<file path="config.mk">
export PLATFORM = sky130hd
export DESIGN_NAME = extract_unpacker
export DESIGN_NICKNAME = d
export VERILOG_FILES = /design/src/rtl/extract_unpacker.sv
export SDC_FILE = /design/constraint.sdc
export NUM_CORES = 1
export LEC_CHECK = 0
export ABC_CLOCK_PERIOD_IN_PS = 1400
export CAP_MARGIN = 30
export CORE_MARGIN = 4
export CORE_UTILIZATION = 35
export DETAILED_ROUTE_END_ITERATION = 7
export HOLD_SLACK_MARGIN = 0.03
export SLEW_MARGIN = 10
export SYNTH_ARGS = -nofsm -noshare
export SYNTH_HDL_FRONTEND = slang
export SYNTH_SLANG_ARGS = --single-unit
</file>
<file path="constraint.sdc">
create_clock -name clk -period 1.4 [get_ports clk]
set_input_delay 0.42 -clock clk [delete_from_list [all_inputs] [get_ports clk]]
set_output_delay 0.42 -clock clk [all_outputs]
set_load 0.01 [all_outputs]
</file>
<file path="src/rtl/extract_unpacker.sv">
`default_nettype none
// ============================================================================
//  Module   : extract_unpacker
//  Purpose  : Reassembles 16-bit extended instruction words from a byte
//             stream. Recovers the 6-bit immediate, the 8-bit address and the
//             control/beq mode flags, and presents them on a valid/ready port.
//             This module undoes the extender's field placement.
//  Ports    : clk, rst_n (async, active-low)
//             in_valid/in_ready/in_byte   - byte input handshake
//             in_control/in_beq           - mode flags, taken with first byte
//             out_valid/out_ready         - field output handshake
//             out_imm/out_addr            - recovered fields
//             out_control/out_beq         - latched mode flags
//             fmt_err                     - only with UNPACK_CHECK_EN defined
//  Params   : HI_FIRST - 1: first byte is word[15:8]; 0: first is word[7:0]
//  Macro    : UNPACK_CHECK_EN - adds fmt_err (nonzero bits outside field)
//  Revision : 1.0 - initial release
// ============================================================================
module extract_unpacker #(
   parameter bit HI_FIRST = 1'b1
) (
   input  logic       clk,
   input  logic       rst_n,
   input  logic       in_valid,
   output logic       in_ready,
   input  logic [7:0] in_byte,
   input  logic       in_control,
   input  logic       in_beq,
   output logic       out_valid,
   input  logic       out_ready,
   output logic [5:0] out_imm,
   output logic [7:0] out_addr,
   output logic       out_control,
   output logic       out_beq
`ifdef UNPACK_CHECK_EN
   ,
   output logic       fmt_err
`endif
);

   typedef enum logic [1:0] {
      EMPTY = 2'd0,
      HALF  = 2'd1,
      FULL  = 2'd2
   } state_t;

   state_t      state;
   logic [7:0]  half_byte;     // first byte of the word being assembled
   logic        mode_control;  // flags latched with the first byte
   logic        mode_beq;
   logic [15:0] full_word;
   logic [5:0]  rec_imm;
   logic [7:0]  rec_addr;
   logic        accept;

   // In FULL a new byte can only enter when the pending word drains this cycle.
   assign in_ready = (state != FULL) || out_ready;
   assign accept   = in_valid && in_ready;

   // Word as it will look once the byte on in_byte completes it.
   assign full_word = HI_FIRST ? {half_byte, in_byte} : {in_byte, half_byte};

   // Field recovery; control mode takes priority over beq mode.
   always_comb begin
      rec_imm  = '0;
      rec_addr = '0;
      if (mode_control) begin
         rec_imm = full_word[15:10];
      end else if (mode_beq) begin
         rec_addr = full_word[15:8];
      end else begin
         rec_imm = full_word[7:2];
      end
   end

`ifdef UNPACK_CHECK_EN
   logic rec_err;

   // Any set bit outside the recovered field flags a malformed word.
   always_comb begin
      rec_err = 1'b0;
      if (mode_control) begin
         rec_err = |full_word[9:0];
      end else if (mode_beq) begin
         rec_err = |full_word[7:0];
      end else begin
         rec_err = (|full_word[15:8]) || (|full_word[1:0]);
      end
   end
`else
   // The two lowest bits only matter to the format check.
   logic unused_low_bits;
   assign unused_low_bits = ^full_word[1:0];
`endif

   always_ff @(posedge clk or negedge rst_n) begin
      if (!rst_n) begin
         state        <= EMPTY;
         half_byte    <= '0;
         mode_control <= 1'b0;
         mode_beq     <= 1'b0;
         out_valid    <= 1'b0;
         out_imm      <= '0;
         out_addr     <= '0;
         out_control  <= 1'b0;
         out_beq      <= 1'b0;
`ifdef UNPACK_CHECK_EN
         fmt_err      <= 1'b0;
`endif
      end else begin
         case (state)
            EMPTY: begin
               if (accept) begin
                  half_byte    <= in_byte;
                  mode_control <= in_control;
                  mode_beq     <= in_beq;
                  state        <= HALF;
               end
            end
            HALF: begin
               if (accept) begin
                  out_imm     <= rec_imm;
                  out_addr    <= rec_addr;
                  out_control <= mode_control;
                  out_beq     <= mode_beq;
                  out_valid   <= 1'b1;
`ifdef UNPACK_CHECK_EN
                  fmt_err     <= rec_err;
`endif
                  state       <= FULL;
               end
            end
            FULL: begin
               if (out_ready) begin
                  out_valid <= 1'b0;
`ifdef UNPACK_CHECK_EN
                  fmt_err   <= 1'b0;
`endif
                  // Drain and next fill overlap so back-to-back words have
                  // no bubble.
                  if (accept) begin
                     half_byte    <= in_byte;
                     mode_control <= in_control;
                     mode_beq     <= in_beq;
                     state        <= HALF;
                  end else begin
                     state <= EMPTY;
                  end
               end
            end
            default: begin
               state <= EMPTY;
            end
         endcase
      end
   end

endmodule
`default_nettype wire

</file>
Word-level counts from Yosys, hierarchy flattened
Index checks and enable logic that the tools add are counted.
W data, S select, Z words.
{ "word_totals": {"reg_bits": 29, "in_bits": 14, "out_inout_bits": 18, "wordCells": 45} }
{ "op_classes": {"eq_ne": 6, "n_mux": 21, "reduce_logical": 9} }
{ "op_table": {"columns": ["cell", "n"], "rows": [
  ["$mux W8", 4],
  ["$pmux W8 S2", 1],
  ["$mux W6", 2],
  ["$ne A2 B2 Y1 const B", 4],
  ["$mux W1", 7],
  ["$mux W2", 3],
  ["$pmux W1 S2", 3],
  ["$pmux W2 S3", 1],
  ["$reduce_and A3 Y1", 2],
  ["$reduce_and A2 Y1", 2],
  ["$reduce_bool A2 Y1", 2],
  ["$eq A2 B1 Y1 const B", 1],
  ["$eq A2 B2 Y1 const B", 1],
  ["$logic_not A2 Y1", 1],
  ["$logic_and A1 B1 Y1", 1],
  ["$logic_or A1 B1 Y1", 1]
]} }

Longest topological paths before layout
{ "logic_depth": {"word_depth": 6, "mapped_depth": 5, "ltp_nobuf": 3} }

Least setup slack after synthesis
OpenSTA, ideal clock, no wires.
{ "synth_path": {"path_kind": "register to output", "startpoint": "reg state[0]", "endpoint": "out in_ready", "arrival_time_ps": 907, "required_ps": 980, "path_slack_ps": 73, "path_stages_with_launch": 2, "path_buffers": 0, "path_cell_list": "dfrtp_1 > or3_2"} }
{ "synth_between": {"elab_chain_len": 2} }
{ "synth_rtl": {"columns": ["item", "line", "source"], "rows": [
  ["start, declared", "47", "state_t state;"],
  ["start signal, assigned", "98", "state <= EMPTY;"],
  ["start signal, assigned", "117", "state <= HALF;"],
  ["start signal, assigned", "130", "state <= FULL;"],
  ["$ne A2 B2 Y1", "57", "assign in_ready = (state != FULL) || out_ready;"],
  ["$logic_or A1 B1 Y1", "57", null],
  ["end, declared", "25", "output logic in_ready,"]
]} }
No other way between the ends.

Worst setup path after layout
Same ends and word-level chain as after synthesis.

==> impl_results.md <==
* Vert. Die Dim at roughly 67 microns
* Reg2reg start: state[1]
* Xor-xnor portion of the synthesized cell area at 0
* CTS Buf Count at 5
* Final antenna-violating net count at 0
* Required @ worst endpoint at slightly below 1 ns
* CTS HTree Levels at 2
* Final #Nets at between 150 and 200
* Arr. time, crit path at approximately 1.2 ns
* Starting density of the core at 0.360
* IO Pins at 32
* Period utilisation layout at 1.18
* Hold slack at roughly 0.45 ns
* Hold Vio Cnt, Final at 0
* TritonCTS clock tree: built
* Failing checks: setup timing
* RSZ-0062 raised after global routing: yes
* Area growth syn-to-layout at 47.2%
* Syn nets at approximately 120
* Largest family of logic cells by synthesized area: multiplexers
* Die Width at between 60 and 70 microns
* Number of buffers on the longest clock path at 2
* Commonest cells in the synthesized netlist: dfrtp_1 (29), nand2_1 (24), o21ai_0 (14)
* Tmin final at roughly 1.6 ns
* Worst-path fanout max at 2
* Top-count cell post-synth: dfrtp_1
* DR vias/cell at 4.54
* Top cell type's share of synthesized area at 0.604
* Final slew viol count at 0
* Mean Syn Cell Area at around 12 sq um
* Antenna cells at 0
* Mux share of post-synthesis cell area at 0.141
* Layout fillers at 306
* Global-route wire length before repair at 4280 microns
* Core outline area at between 3000 and 4000 sq um
* CP max stage delay at ~0.39 ns
* Outcome: finished with violations
* I/O Buffers at 31
* Max_slew headroom at 0.740
* Slowest CP cell: dfrtp_1
* Worst skew pair latency at 0.31 ns
* Area leader, netlist: dfrtp_1
* Clock Sinks at 29
* Layout Cells excl Fill at between 150 and 200
* CTS Hold Bufs at 0
* Initial antenna violation count at 0
* Share of cells above drive strength 1 at 0.327
* Clock slew at reported path FFs at around 0.09 ns
* Adder and majority gate portion of the synthesized area at 0
* Flops & latches, synth at 29
* Final setup fails at 5
* Slew @ Worst Pin at just under 0.4 ns
* CTS Root Cell: clkbuf_4
* Ys async rst share at 1.00
* Simple logic cell fraction of the synthesized area at 0.102
* Critical Path Start: state[0]
* Worst setup margin at -0.246 ns
* Worst reg-to-reg setup slack at -0.02 ns
* Top cells by area, synth: dfrtp_1 (60%), mux2_4 (11%), nand2_1 (7.5%), o21ai_0 (5.8%), a22oi_1 (3.8%)
* DP Cell Count at 186
* Maxcap violations at 0
* Number of global-route vias before repair at ~930
* Worst path bufs/invs at 1
* Final Total Pwr at between 3 and 4 mW
* Largest net degree at the start of global routing at 30
* Reg-to-reg endpoint: half_byte[4]
* Die Area at about 4400 sq um
* Post-synthesis sequential area ratio at 0.604
* Routed wire length at 2660 microns
* Vias post-DR at 903
* Post-layout instance area at about 1800 sq um
* Peak VDD IR at approximately 770 uV
* Synth warnings at 0
* DP Area at 1650 sq um
* Pre-antenna DRT Iters at 4
* Core Util, Final at 0.530
* Final GP Congestion at between 0.7 and 0.8
* GRT Residual Overflow at 0
* WS Path Type: flip-flop to output pin
* Mapped Cells at approximately 100
* Post-synth EDFFs at 0
* Family with the most delay on the worst path: flip-flops
* Compound-Gate Fraction of Synth Area at 0.120
* Max Fclk at between 0.6 and 0.7 GHz
* Dpl ws at -0.781 ns
* Crit start category: flip-flop
* Initial drt markers at 60
* Ys flop type: dfrtp_1
* Number of library cell types mapped by synthesis at 18
* Worst-path cell chain: or3_4 -> buf_6
* P per Cell Area at 1880 nW/um^2
* Site row count at 21
* Total GRT Usage at 0.128
* HP Class: input port to asynchronous set/reset pin
* Routed len/inst at between 10 and 15 microns
* Dpl hpwl at about 1800 microns
* Crit. End Element: output pin
* Skew final at 0.00546 ns
* Synthesized area at 1200 sq um
* Reg2Reg Depth at 6
* Final setup TNS at -0.330 ns
* Residual DRC at 0
* Leak at ~0.82 nW
-- flip-flops by register name, indices dropped and copies added, names as in the netlist --
name,flops
state,2
out_control,1
out_beq,1
mode_control,1
out_valid,1
out_imm,6
out_addr,8
half_byte,8
mode_beq,1
-- worst max-delay path by stage --
stage,endpoint,slack [ns],cells after the start
floorplan,in_ready,0.07,1
global placement,in_ready,-0.76,3
detailed placement,in_ready,-0.78,3
CTS,in_ready,-0.26,2
global route,in_ready,-0.28,2
finish,in_ready,-0.25,2
-- cells by family after synthesis --
kind of cell | after synthesis
buf+inv | 8
flops | 29
mux | 12
compound gates | 24
simple gates | 30
-- what timing repair did --
action                     4_1_cts  5_1_grt
pin swaps                        2        1
gates resized for setup         47       20
setup endpoints to repair       28       23
cloned                           1        2
buffers inserted                 1        4
-- layer usage --
metal | vias to the layer above | global-route usage | part of all wire
met2 | 29 | 0.209 | 0.48
met3 | 4 | 0.0371 | 0.053
li1 | 446 | - | -
met4 | 0 | 0.0457 | 0.014
met1 | 424 | 0.161 | 0.46
met5 | - | 0 | 0
-- cell usage in the layout (no fill, tap or decap), types with 3 or more instances in the layout --
| cell | instances |
|---|---|
| clkbuf_2 | 6 |
| nand2_1 | 23 |
| buf_6 | 6 |
| buf_4 | 9 |
| clkdlybuf4s15_1 | 11 |
| dfrtp_1 | 29 |
| clkbuf_4 | 5 |
| mux2_2 | 3 |
| o21ai_0 | 9 |
| a22oi_1 | 6 |
| clkdlybuf4s50_1 | 11 |
| o21ai_1 | 5 |
| mux2_4 | 9 |
-- where the power goes --
| group | internal, mW | switching (mW) | leakage [nW] |
|---|---|---|---|
| sequential | 1.16 | 0.249 | 0.363 |
| clock | 0.237 | 0.272 | 0.0314 |
| combinational | 0.828 | 0.582 | 0.424 |
-- worst register-to-register path, delay by kind of cell, from the launching register on --
family	cells	cell delay (ns)
DFF	1	0.38
AOI/OAI and AO/OA	1	0.23
buffers and inverters	4	0.41
muxes	1	0.29
-- cell type report --
| type | instances | area, sq um | area share |
|---|---|---|---|
| Clock buffer | 7 | 55.1 | 0.0311 |
| Inverter | 2 | 7.51 | 0.00425 |
| Multi-Input combinational cell | 66 | 452 | 0.255 |
| Sequential cell | 29 | 726 | 0.410 |
| Tap cell | 46 | 57.6 | 0.0326 |
| Timing Repair Buffer | 49 | 470 | 0.266 |
Power figures use the tool's default switching activity.
